## src/rtl/lcd_pkg.sv

```systemverilog
// Shared command codes, payload geometry and FSM state encoding for the
// LCD request arbiter slice.
package lcd_pkg;

  localparam logic [2:0] CMD_REFLASH = 3'd0;
  localparam logic [2:0] CMD_LOAD    = 3'd1;
  localparam logic [2:0] CMD_RIGHT   = 3'd2;
  localparam logic [2:0] CMD_LEFT    = 3'd3;
  localparam logic [2:0] CMD_UP      = 3'd4;
  localparam logic [2:0] CMD_DOWN    = 3'd5;

  localparam int unsigned LCD_LOAD_LEN = 36;
  localparam int unsigned LCD_OUT_LEN  = 9;

  typedef enum logic [2:0] {
    ST_IDLE,
    ST_COLLECT,
    ST_ISSUE,
    ST_STREAM,
    ST_DRAIN
  } state_t;

  function automatic logic cmd_legal(input logic [2:0] cmd);
    return cmd <= CMD_DOWN;
  endfunction

endpackage

```

## src/rtl/lcd_load_buf.sv

```systemverilog
// LOAD payload register file: synchronous write at wr_ptr, combinational
// read at rd_ptr. Storage is never reset; only the pointers are.
module lcd_load_buf #(
  parameter int unsigned DATA_W = 8,
  parameter int unsigned DEPTH  = 36
) (
  input  logic              clk,
  input  logic              reset,
  input  logic              clr,
  input  logic              wr_en,
  input  logic [DATA_W-1:0] wr_data,
  input  logic              rd_en,
  output logic [DATA_W-1:0] rd_data,
  output logic              wr_last,
  output logic              rd_last
);

  localparam int unsigned PTR_W = $clog2(DEPTH);

  logic [DATA_W-1:0] mem [DEPTH];
  logic [PTR_W-1:0]  wr_ptr;
  logic [PTR_W-1:0]  rd_ptr;

  always_ff @(posedge clk or posedge reset) begin
    if (reset) begin
      wr_ptr <= '0;
      rd_ptr <= '0;
    end else if (clr) begin
      wr_ptr <= '0;
      rd_ptr <= '0;
    end else begin
      if (wr_en) wr_ptr <= wr_ptr + PTR_W'(1);
      if (rd_en) rd_ptr <= rd_ptr + PTR_W'(1);
    end
  end

  always_ff @(posedge clk) begin
    if (wr_en) mem[wr_ptr] <= wr_data;
  end

  assign rd_data = mem[rd_ptr];
  assign wr_last = (wr_ptr == PTR_W'(DEPTH - 1));
  assign rd_last = (rd_ptr == PTR_W'(DEPTH - 1));

endmodule

```

## src/rtl/lcd_req_arbiter.sv

```systemverilog
// Round-robin sharing of one lcd_ctrl between two requesters: buffers LOAD
// payloads, replays them gap-free, and routes the 3x3 response to the owner.
module lcd_req_arbiter
  import lcd_pkg::*;
#(
  parameter int unsigned DATA_W   = 8,
  parameter int unsigned LOAD_LEN = LCD_LOAD_LEN,
  parameter int unsigned OUT_LEN  = LCD_OUT_LEN,
  parameter int unsigned TIMEOUT  = 64
) (
  input  logic                clk,
  input  logic                reset,
  input  logic [5:0]          req_cmd,
  input  logic [1:0]          req_valid,
  output logic [1:0]          req_ready,
  input  logic [2*DATA_W-1:0] req_data,
  input  logic [1:0]          req_data_valid,
  output logic [1:0]          req_data_ready,
  output logic [2*DATA_W-1:0] rsp_data,
  output logic [1:0]          rsp_valid,
  output logic [1:0]          rsp_last,
  output logic [1:0]          req_err,
  output logic [2:0]          lcd_cmd,
  output logic                lcd_cmd_valid,
  output logic [DATA_W-1:0]   lcd_datain,
  input  logic                lcd_busy,
  input  logic [DATA_W-1:0]   lcd_dataout,
  input  logic                lcd_output_valid
);

  localparam int unsigned BEAT_W = $clog2(OUT_LEN + 1);
  localparam int unsigned TMO_W  = $clog2(TIMEOUT);

  state_t            state, state_nxt;
  logic              owner, last_owner, grant;
  logic [2:0]        cmd, grant_cmd;
  logic [BEAT_W-1:0] beat_cnt;
  logic [TMO_W-1:0]  tmo_cnt;
  logic              any_req, issue_ok, beat, beat_last, timeout;
  logic              wr_en, rd_en, buf_clr, wr_last, rd_last;
  logic [DATA_W-1:0] wr_data, rd_data;

  assign any_req   = |req_valid;
  assign grant     = (&req_valid) ? ~last_owner : req_valid[1];
  assign grant_cmd = grant ? req_cmd[5:3] : req_cmd[2:0];
  assign issue_ok  = !lcd_busy && !lcd_output_valid;
  assign beat      = (state == ST_DRAIN) && lcd_output_valid;
  assign beat_last = beat && (beat_cnt == BEAT_W'(OUT_LEN - 1));
  assign timeout   = (state == ST_DRAIN) && !lcd_output_valid &&
                     (tmo_cnt == TMO_W'(TIMEOUT - 1));

  assign wr_en   = (state == ST_COLLECT) && req_data_valid[owner];
  assign wr_data = owner ? req_data[2*DATA_W-1:DATA_W] : req_data[DATA_W-1:0];
  // The command pulse occupies the first STREAM cycle; replay starts after it.
  assign rd_en   = (state == ST_STREAM) && !lcd_cmd_valid;

  lcd_load_buf #(
    .DATA_W (DATA_W),
    .DEPTH  (LOAD_LEN)
  ) u_buf (
    .clk     (clk),
    .reset   (reset),
    .clr     (buf_clr),
    .wr_en   (wr_en),
    .wr_data (wr_data),
    .rd_en   (rd_en),
    .rd_data (rd_data),
    .wr_last (wr_last),
    .rd_last (rd_last)
  );

  always_ff @(posedge clk or posedge reset) begin
    if (reset) state <= ST_IDLE;
    else       state <= state_nxt;
  end

  always_comb begin
    state_nxt = state;
    unique case (state)
      ST_IDLE: begin
        if (any_req && cmd_legal(grant_cmd))
          state_nxt = (grant_cmd == CMD_LOAD) ? ST_COLLECT : ST_ISSUE;
      end
      ST_COLLECT: if (wr_en && wr_last) state_nxt = ST_ISSUE;
      ST_ISSUE: begin
        if (issue_ok) state_nxt = (cmd == CMD_LOAD) ? ST_STREAM : ST_DRAIN;
      end
      ST_STREAM: if (rd_en && rd_last) state_nxt = ST_DRAIN;
      ST_DRAIN:  if (beat_last || timeout) state_nxt = ST_IDLE;
      default:   state_nxt = ST_IDLE;
    endcase
  end

  always_comb begin
    req_ready      = '0;
    req_data_ready = '0;
    buf_clr        = 1'b0;
    lcd_datain     = '0;
    if (state == ST_IDLE && any_req && !reset) begin
      req_ready[grant] = 1'b1;
      buf_clr          = (grant_cmd == CMD_LOAD);
    end
    if (state == ST_COLLECT) req_data_ready[owner] = 1'b1;
    if (rd_en) lcd_datain = rd_data;
  end

  always_ff @(posedge clk or posedge reset) begin
    if (reset) begin
      owner         <= 1'b0;
      last_owner    <= 1'b1;
      cmd           <= '0;
      beat_cnt      <= '0;
      tmo_cnt       <= '0;
      lcd_cmd_valid <= 1'b0;
      lcd_cmd       <= '0;
      rsp_data      <= '0;
      rsp_valid     <= '0;
      rsp_last      <= '0;
      req_err       <= '0;
    end else begin
      lcd_cmd_valid <= 1'b0;
      lcd_cmd       <= '0;
      rsp_data      <= '0;
      rsp_valid     <= '0;
      rsp_last      <= '0;
      req_err       <= '0;

      if (state == ST_IDLE && any_req) begin
        owner <= grant;
        cmd   <= grant_cmd;
        if (!cmd_legal(grant_cmd)) req_err[grant] <= 1'b1;
      end

      if (state == ST_ISSUE && issue_ok) begin
        lcd_cmd_valid <= 1'b1;
        lcd_cmd       <= cmd;
        beat_cnt      <= '0;
        tmo_cnt       <= '0;
      end

      if (beat) begin
        rsp_valid[owner] <= 1'b1;
        if (owner) rsp_data[2*DATA_W-1:DATA_W] <= lcd_dataout;
        else       rsp_data[DATA_W-1:0]        <= lcd_dataout;
        beat_cnt <= beat_cnt + BEAT_W'(1);
        tmo_cnt  <= '0;
        if (beat_last) begin
          rsp_last[owner] <= 1'b1;
          last_owner      <= owner;
        end
      end else if (state == ST_DRAIN) begin
        tmo_cnt <= tmo_cnt + TMO_W'(1);
        if (timeout) req_err[owner] <= 1'b1;
      end
    end
  end

endmodule
```

## config.mk

```make
export PLATFORM = sky130hd
export DESIGN_NAME = lcd_req_arbiter
export DESIGN_NICKNAME = d
export VERILOG_FILES = /design/src/rtl/lcd_pkg.sv /design/src/rtl/lcd_load_buf.sv /design/src/rtl/lcd_req_arbiter.sv
export SDC_FILE = /design/constraint.sdc
export NUM_CORES = 1
export LEC_CHECK = 0
export BUFFER_PORTS_ARGS = -buffer_cell sky130_fd_sc_hd__buf_2
export CAP_MARGIN = 15
export CORE_MARGIN = 2
export CORE_UTILIZATION = 40
export CTS_CLUSTER_SIZE = 24
export DETAILED_ROUTE_END_ITERATION = 10
export PLACE_DENSITY = 0.53
export SYNTH_ARGS = -nofsm -noshare
export SYNTH_HDL_FRONTEND = slang
export SYNTH_HIERARCHICAL = 1
export SYNTH_SLANG_ARGS = --single-unit
```

## constraint.sdc

```tcl
create_clock -name clk -period 3.88 [get_ports clk]
set_input_delay 0 -clock clk [delete_from_list [all_inputs] [get_ports clk]]
set_output_delay 0 -clock clk [all_outputs]
set_load 0.1 [all_outputs]
```

==> flow_summary_export.csv, run 1 <==
group,metric,value,unit
sta,finalCriticalPeriod,3.63,ns
logic_synthesis,synth_area,14100,sq um
logic_synthesis,ys.flop_type,"edfxtp_1",
detailed_routing,ant_nets,0,
clock_tree,clkTransAtPathRegs,0.06,ns
global_routing,grt_pass1_vias,7969,
detailed_routing,wl_per_cell,22.7,microns
clock_tree,clk_latency,0.52,ns
die,pin_count,76,
detailed_routing,via_per_inst,5.32,
sta,period_share,93.6,%
sta,max_slew_margin,34.0,%
finish,final_common_cell,"edfxtp_1",
logic_synthesis,syn_avg_cell_area,16.7,sq um
critical_path,crit_fanout,19,
logic_synthesis,yosys_register_bits,344,
logic_synthesis,async_reset_ff_share,16.3,%
clock_tree,postCtsSetupBuffers,0,
sta,worst_hold_slack,0.0942,ns
logic_synthesis,synth_top_area_share,61.4,%
clock_tree,cts_tree,"done",
sta,fin_tns_setup,0,ns
global_routing,grt_pass1_wl,50400,microns
power_and_ir_drop,vdd_ir_drop_max,0.000389,V
finish,nets,1021,
power_and_ir_drop,powerDensity,708,nW/um^2
die,start_util,40.7,%
sta,finalSetupViolCount,0,
power_and_ir_drop,totalPowerFinal,11700,uW
clock_tree,cts_buffers,38,
logic_synthesis,synth_edf_count,288,
finish,multi_input_comb_area,3750,sq um
logic_synthesis,synth_nets,885,
critical_path,worstPathArrival,3.63,ns
logic_synthesis,ys_types,61,
power_and_ir_drop,p_leak,0.00590,uW
logic_synthesis,ys_seq_area_share,71.4,%
finish,fin_area,16500,sq um
worst_hold_path,hold_path_class,"in -> async",
detailed_routing,dr_total_vias,7770,
critical_path,cp-start-kind,"flop",
die,die_area,36700,sq um
sta,tightest_slew,0.965,ns
logic_synthesis,syn_inst,842,
sta,clock_skew,0.0135,ns
detailed_routing,first_pass_iters,5,
finish,num-fill-cells,2958,
sta,hold_viol_final,0,
placed_design,dp_hpwl,21000,microns
die,fp.dieW,192,microns
sta,rsz0062_at_grt,"no",
finish,final_cell_mix,"edfxtp_1, nor2_1, buf_2",
finish,drive_gt1_share,23.6,%
clock_tree,cts_max_level,2,
detailed_routing,route.detailed.drc,0,
finish,regArea,10100,sq um
die,num_rows,68,
clock_tree,clock_sinks,344,
finish,diodes,0,
logic_synthesis,synth_top_area_cell,"edfxtp_1",
placed_design,gp_congestion,0.804,
die,dieHeight,192,microns
global_routing,grtUsageTotal,18.7,%
logic_synthesis,yosys_warnings,6,
global_routing,grt_overflow_total,0,
finish,area_delta_synth_final,17.4,%
placed_design,placed_cell_area,15100,sq um
sta,drv_slew,0,
flow_run,cap_violations,0,
detailed_routing,drt-total-wl,33200,microns
detailed_routing,drt_iter0_drc,590,
sta,max_freq,0.275,GHz
global_routing,grt_max_degree,37,
logic_synthesis,ys_top_cells_by_area,"edfxtp_1, dfrtp_1, mux4_2, mux2i_1, nor2_1",
die,coreArea,34600,sq um
critical_path,cp-end-kind,"primary output",
clock_tree,root_buffer,"clkbuf_16",
clock_tree,clockBufferDepth,3,
global_routing,antenna_found_initial,0,
outcome,status,"finished, final reports clean",
placed_design,io_buffers,75,
critical_path,r2r_slack,0.80,ns
critical_path,criticalPathCategory,"reg -> out",
critical_path,cp.required,3.88,ns
[critical path, stage by stage, from the launching register on]
cell,delay (ns)
dfrtp_1,0.89
mux4_2,0.43
mux2_2,0.30
a2111oi_0,0.88
nor3_1,0.14
and2_1,0.19
buf_2,0.29
[per-layer routing]
metal / up-vias / GRT usage, % / share of wire (%)
met3: 48 / 2.47 / 4.5
met1: 3991 / 26.1 / 44
met2: 188 / 31.0 / 50
met4: 0 / 4.59 / 1.7
met5: - / 0 / 0
li1: 3543 / - / -
[through the flow]
stage / util [%] / setup WS (ns) / instances
floorplan: - / 0.707 / 842
global placement: 43.6 / 0.800 / 1369
CTS: 47.7 / 0.197 / 1460
finish: 47.7 / 0.249 / 1460
global route: 47.7 / 0.0819 / 1460
detailed placement: 43.6 / 0.730 / 1369
[Yosys cell counts, drive strengths merged (2+ instances only)]
master     n
a2bb2oi    6
a21oi     10
or3        4
clkbuf    23
nand4      4
dfrtp     55
nand2b     2
ha         5
a211oi    11
and2      34
nand3b     8
a221oi     3
nand3      8
nand2     21
mux4      42
nor2      78
mux2i     67
nand4b     2
o32ai      2
a21boi     2
or3b       7
inv       11
nor3      15
xnor2      8
a311oi     2
xor2       6
clkinv     2
a2111oi    9
nor3b      5
o21ai     24
o221ai     8
mux2      17
o22ai      8
buf       21
edfxtp   288
nor2b     10
[power by group]
group	switching (uW)	leakage [uW]	internal, uW
registers	284	0.00333	4430
logic	2260	0.00198	1290
clock network	1390	0.000576	2040
total	3930	0.00590	7760
[cell families (layout without fill, tap and decap cells)]
| logic type | Yosys count | after routing | synth area share, % |
|---|---|---|---|
| adders and majority gates | 5 | 5 | 0.444 |
| xor gates and xnor gates | 14 | 14 | 0.871 |
| muxes | 126 | 126 | 12.9 |
| DFF | 344 | 344 | 71.4 |
| buffers and inverters | 57 | 220 | 2.00 |
| and+or+nand+nor | 202 | 202 | 7.40 |
| AOI/OAI and AO/OA | 94 | 94 | 4.96 |
[state kept, by name, indices dropped and copies added (netlist names)]
| register | flops |
|---|---|
| rsp_valid | 2 |
| tmo_cnt | 6 |
| rsp_last | 2 |
| state | 3 |
| req_err | 2 |
| cmd | 3 |
| u_buf/mem | 288 |
| owner | 1 |
| lcd_cmd_valid | 1 |
| u_buf/wr_ptr | 6 |
| u_buf/rd_ptr | 6 |
| last_owner | 1 |
| beat_cnt | 4 |
| rsp_data | 16 |
| lcd_cmd | 3 |
[final timing paths]
kind | end | depth (start not counted) | from
setup / recovery | lcd_datain[1] | 6 | u_buf/rd_ptr[2]
hold / removal | beat_cnt[3] | 3 | reset
setup reg to reg | u_buf/mem[20][4] | 6 | state[1]
hold reg to reg | tmo_cnt[0] | 1 | tmo_cnt[0]
max in group asynchronous | rsp_data[0] | 4 | reset
min in group clk | state[1] | 4 | req_data_valid[0]
[final cells by class]
cell class              count  share of cell area (%)
flip-flops and latches    344                    60.9
multi-input cells         441                    22.7
clock buffers              48                    6.11
repair buffers            140                    5.59
well taps                 455                    3.45
clock inverters            19                    1.01
inverters                  13                   0.295
[repair_timing]
action                                 in CTS  in global routing
endpoints found under the hold margin      59                  0
hold buffers                               24                  0
gates resized for setup                     0                  0
No activity file was read; power rests on OpenSTA's default activity.
==> inputs of run 2 (changes only) <==
Settings changed: RECOVER_POWER from default to 100.
==> run 2 against run 1 <==
The flow now finishes with violations (capacitance limit, slew limit). Sequential power barely moved. Combinational power about the same. Non-clock buffer count unchanged. Fmax rose by 0.11%. Design area decreased by 0.92%. Global-route usage unchanged. Worst setup slack improved by 0.0040 ns. Critical path depth did not move. First-iteration DRC count shrank 5.1%. Core utilization is 0.44 points lower. Routed wire length barely moved. Critical endpoint unchanged.
==> flow_summary_export.csv, run 2 (synthesized netlist as in run 1, its figures left out) <==
group,metric,value,unit
sta,hold_viol_final,0,
power_and_ir_drop,totalPowerFinal,11700,uW
sta,rsz0062_at_grt,"no",
finish,nets,1021,
global_routing,grt_max_degree,37,
global_routing,grt_pass1_wl,50400,microns
power_and_ir_drop,vdd_ir_drop_max,0.000390,V
critical_path,cp-end-kind,"primary output",
detailed_routing,drt-total-wl,33200,microns
outcome,status,"complete, but fails checks",
sta,finalSetupViolCount,0,
critical_path,criticalPathCategory,"reg -> out",
finish,regMostFlops,"u_buf/mem",
critical_path,crit_chain,"mux4_2, mux2_2, a2111oi_0, nor3_1, and2_1, buf_2",
die,dieHeight,192,microns
critical_path,reg2reg_depth,6,
finish,top_regs,"u_buf/mem: 288 flops, rsp_data: 16 flops",
die,fp.dieW,192,microns
sta,period_share,93.5,%
detailed_routing,via_per_inst,5.32,
finish,final_common_cell,"edfxtp_1",
finish,drive_gt1_share,16.7,%
clock_tree,clockBufferDepth,3,
detailed_routing,drt_iter0_drc,560,
finish,fin_area,16400,sq um
placed_design,io_buffers,75,
finish,final_cell_mix,"edfxtp_1, nor2_1, clkbuf_1",
global_routing,grt_overflow_total,0,
die,start_util,40.7,%
global_routing,grtUsageTotal,18.7,%
sta,finalCriticalPeriod,3.63,ns
sta,fin_tns_setup,0,ns
die,num_rows,68,
power_and_ir_drop,p_leak,0.00562,uW
die,coreArea,34600,sq um
sta,clock_skew,0.0150,ns
worst_hold_path,hold_path_class,"in -> reg",
detailed_routing,first_pass_iters,5,
clock_tree,root_buffer,"clkbuf_16",
clock_tree,clock_sinks,344,
finish,area_delta_synth_final,16.3,%
global_routing,grt_pass1_vias,7969,
placed_design,placed_cell_area,15100,sq um
critical_path,cp.required,3.88,ns
critical_path,r2r_end,"u_buf/mem[20][5]",
placed_design,gp_congestion,0.804,
clock_tree,clk_latency,0.52,ns
critical_path,cp-start-kind,"flop",
placed_design,dp_hpwl,21000,microns
critical_path,crit_fanout,19,
finish,final_util,47.3,%
outcome,violations,"capacitance limit, slew limit",
critical_path,r2r-start,"state[1]",
sta,tightest_slew,1.65,ns
critical_path,r2r_slack,0.63,ns
power_and_ir_drop,powerDensity,713,nW/um^2
clock_tree,cts_max_level,2,
clock_tree,cts_buffers,38,
detailed_routing,wl_per_cell,22.7,microns
detailed_routing,dr_total_vias,7769,
critical_path,max_stage_delay,0.88,ns
critical_path,critPathSlowestCell,"dfrtp_1",
sta,max_freq,0.276,GHz
detailed_routing,ant_nets,0,
die,pin_count,76,
finish,diodes,0,
clock_tree,clkTransAtPathRegs,0.06,ns
global_routing,antenna_found_initial,0,
flow_run,cap_violations,3,
critical_path,critPathLaunch,"u_buf/rd_ptr[2]",
critical_path,worstPathArrival,3.63,ns
sta,max_slew_margin,-10.3,%
sta,drv_slew,111,
clock_tree,cts_tree,"done",
finish,largest_reg_flops,288,
critical_path,crit_end,"lcd_datain[1]",
detailed_routing,route.detailed.drc,0,
die,die_area,36700,sq um
clock_tree,cts-resized-gates,0,
worst_hold_path,hold_start,"req_data_valid[0]",
## run 2: how the worst min path moves through the flow
stage / end / depth (start not counted)
after floorplan: u_buf/rd_ptr[0] / 1
after global placement: state[0] / 2
after detailed placement: state[0] / 2
after CTS: state[2] / 3
after global routing: state[1] / 4
final: state[1] / 4
## run 2: final cells by class
type,instances,area (sq um)
timing repair buffer,140,772
tap,455,569
sequential,344,10100
clock inverter,19,166
multi-input combinational,441,3750
inverter,13,48.8
fill,2998,18300
clock buffer,48,1010
## run 2: where the power goes
group | internal, uW | total, uW | leakage [uW] | switching [uW]
clock | 2040 | 3420 | 0.000576 | 1390
combinational | 1260 | 3520 | 0.00171 | 2260
sequential | 4450 | 4730 | 0.00333 | 284
## run 2: what timing repair did
| action | 4_1_cts | 5_1_grt |
|---|---|---|
| setup buffers | 0 | 0 |
| endpoints found under the hold margin | 59 | 0 |
| hold buffers | 24 | 0 |
## run 2: critical path, delay by kind of cell (launching register included)
| kind | cells | cell delay (ns) |
|---|---|---|
| mux | 2 | 0.73 |
| buf+inv | 1 | 0.29 |
| simple gates | 2 | 0.33 |
| flops | 1 | 0.88 |
| compound gates | 1 | 0.88 |
## run 2: routing by layer
layer | up-vias | track usage, % | routed length, microns
li1 | 3548 | - | -
met1 | 3990 | 26.1 | 14700
met2 | 184 | 31.0 | 16400
met3 | 47 | 2.47 | 1480
met4 | 0 | 4.59 | 562
met5 | - | 0 | 0
## run 2: per-stage QoR
step	hold WS, ns	worst slack (ns)	cells
finish	0.119	0.253	1460
floorplan	-0.135	0.707	842
global placement	0.0952	0.800	1369
detailed placement	0.0994	0.730	1369
global route	0.165	0.0765	1460
CTS	0.0974	0.197	1460
==> inputs of run 3 (changes only) <==
Settings changed: CAP_MARGIN 15 to 10.
Clock period 3.88 ns to 4.1 ns, I/O delays scaled along.
==> run 3 against run 2 <==
The run still ends with capacitance limit, slew limit left. Clock power shrank 8.5%. Final cell count shrank 1.1%. Non-clock buffer count shrank 17. First-iteration DRC count grew 6.1%. Critical path depth is the same. Core utilization shrank 0.28 points. Critical path type unchanged. Routed wire length grew 1.3%. Sequential share of layout area grew 0.36 points. Design area shrank 0.59%. Die area is the same. Sequential cell count is the same.
==> flow_summary_export.csv, run 3 (synthesized netlist as in run 1, its figures left out) <==
group,metric,value,unit
critical_path,criticalPathCategory,"reg -> out",
sta,max_slew_margin,-12.4,%
detailed_routing,dr_total_vias,7727,
critical_path,crit_chain,"clkinv_1, mux2_2, a2111oi_0, nor3_1, and2_1, buf_2",
sta,fin_tns_setup,0,ns
critical_path,reg2reg_depth,6,
clock_tree,cts_max_level,2,
finish,drive_gt1_share,16.6,%
sta,drv_slew,185,
placed_design,placed_cell_area,15000,sq um
sta,tightest_slew,1.69,ns
worst_hold_path,hold_start,"req_data_valid[0]",
outcome,status,"complete, but fails checks",
critical_path,cp-end-kind,"primary output",
detailed_routing,drt_iter0_drc,594,
critical_path,crit_fanout,16,
outcome,violations,"capacitance limit, slew limit",
sta,max_freq,0.254,GHz
die,dieHeight,192,microns
finish,num-fill-cells,2995,
finish,nets,1003,
sta,finalCriticalPeriod,3.93,ns
detailed_routing,ant_nets,0,
finish,largest_reg_flops,288,
clock_tree,clkTransAtPathRegs,0.06,ns
flow_run,cap_violations,5,
critical_path,cp-start-kind,"flop",
detailed_routing,via_per_inst,5.35,
global_routing,antenna_found_initial,0,
critical_path,cpLargestDelayFamily,"buffers and inverters",
die,pin_count,76,
detailed_routing,wl_per_cell,23.3,microns
clock_tree,cts_tree,"done",
finish,multi_input_comb_area,3750,sq um
sta,rsz0062_at_grt,"no",
clock_tree,cts_buffers,37,
detailed_routing,first_pass_iters,5,
global_routing,grt_pass1_vias,7902,
finish,diodes,0,
finish,regArea,10100,sq um
finish,area_delta_synth_final,15.6,%
clock_tree,cts-resized-gates,0,
clock_tree,clock_sinks,344,
sta,finalSetupViolCount,0,
critical_path,r2r_end,"u_buf/mem[16][7]",
global_routing,grt_max_degree,38,
detailed_routing,route.detailed.drc,0,
placed_design,gp_congestion,0.810,
sta,hold_viol_final,0,
die,start_util,40.7,%
worst_hold_path,min_path_cells,4,
sta,clock_skew,0.0145,ns
worst_hold_path,hold_path_class,"in -> reg",
critical_path,critPathSlowestCell,"a2111oi_0",
power_and_ir_drop,vdd_ir_drop_max,0.000457,V
detailed_routing,drt-total-wl,33600,microns
worst_hold_path,hold_end,"state[1]",
critical_path,cp.required,4.10,ns
placed_design,dp_hpwl,21100,microns
finish,final_common_cell,"edfxtp_1",
power_and_ir_drop,totalPowerFinal,11000,uW
critical_path,worstPathArrival,3.93,ns
die,num_rows,68,
clock_tree,clockBufferDepth,3,
critical_path,r2r-start,"state[1]",
placed_design,io_buffers,75,
finish,regMostFlops,"u_buf/mem",
die,coreArea,34600,sq um
clock_tree,root_buffer,"clkbuf_16",
global_routing,grt_overflow_total,0,
finish,fin_area,16300,sq um
die,fp.dieW,192,microns
critical_path,crit_buf_inv,2,
finish,top_regs,"u_buf/mem: 288 flops, rsp_data: 16 flops",
finish,final_cell_mix,"edfxtp_1, nor2_1, mux2i_1",
critical_path,max_stage_delay,0.86,ns
global_routing,grtUsageTotal,18.8,%
clock_tree,clk_latency,0.52,ns
sta,period_share,95.9,%
critical_path,r2r_slack,0.83,ns
power_and_ir_drop,powerDensity,674,nW/um^2
die,die_area,36700,sq um
power_and_ir_drop,p_leak,0.00558,uW
global_routing,grt_pass1_wl,50400,microns
-- run 3: cell count changes in the layout (fill, tap and decap cells not counted), sizes merged --
| cell | previous run | this run |
|---|---|---|
| bufinv | 3 | 1 |
| clkinvlp | 0 | 2 |
| clkbuf | 115 | 99 |
-- run 3: power by group --
| part | internal [uW] | total [uW] | switching, uW |
|---|---|---|---|
| sequential | 4210 | 4550 | 342 |
| clock | 1820 | 3130 | 1310 |
| combinational | 1180 | 3300 | 2110 |
| total | 7210 | 11000 | 3760 |
-- run 3: repair_timing --
item                      CTS  global route
hold buffers               24             0
buffers inserted            0             0
hold endpoints to repair   57             0
-- run 3: tightest hold or removal path, cell delays in order --
cell and delay, ns:
buf_2 0.10, mux2i_1 0.26, o31a_1 0.17, nor3_1 0.05
-- run 3: final cells by class --
cell class                 instances  area share [%]
multi-input combinational        441            23.0
sequential                       344            61.8
clock buffer                      49            6.29
clock inverter                    19           0.715
inverter                          13           0.300
timing repair buffer             123            4.38
tap                              455            3.50
-- run 3: metal layers --
metal | up-vias | part of all wire [%] | wire (microns) | GRT usage (%)
li1 | 3510 | - | - | -
met1 | 3979 | 42 | 14300 | 25.4
met2 | 184 | 50 | 16900 | 31.6
met3 | 54 | 4.8 | 1620 | 3.05
met4 | 0 | 2.3 | 787 | 5.36
met5 | - | 0 | 0 | 0
-- run 3: stage by stage --
stage | setup slack (ns) | utilization (%) | hold slack (ns) | instances
floorplan | 0.927 | - | -0.135 | 842
global placement | 0.870 | 43.3 | 0.0993 | 1352
detailed placement | 0.647 | 43.3 | 0.101 | 1352
CTS | 0.0892 | 47.3 | 0.0585 | 1444
global route | 0.0198 | 47.0 | 0.124 | 1444
finish | 0.169 | 47.0 | 0.0931 | 1444
-- run 3: worst max path at each step --
stage	cells past startpoint	to	slack (ns)	start
5_1_grt	6	lcd_datain[1]	0.02	u_buf/rd_ptr[1]
2_1_floorplan	4	req_ready[0]	0.93	state[1]
4_1_cts	6	lcd_datain[1]	0.09	u_buf/rd_ptr[1]
6_report	6	lcd_datain[1]	0.17	u_buf/rd_ptr[1]
3_3_place_gp	6	lcd_datain[1]	0.87	u_buf/rd_ptr[1]
3_5_place_dp	6	lcd_datain[1]	0.65	u_buf/rd_ptr[1]
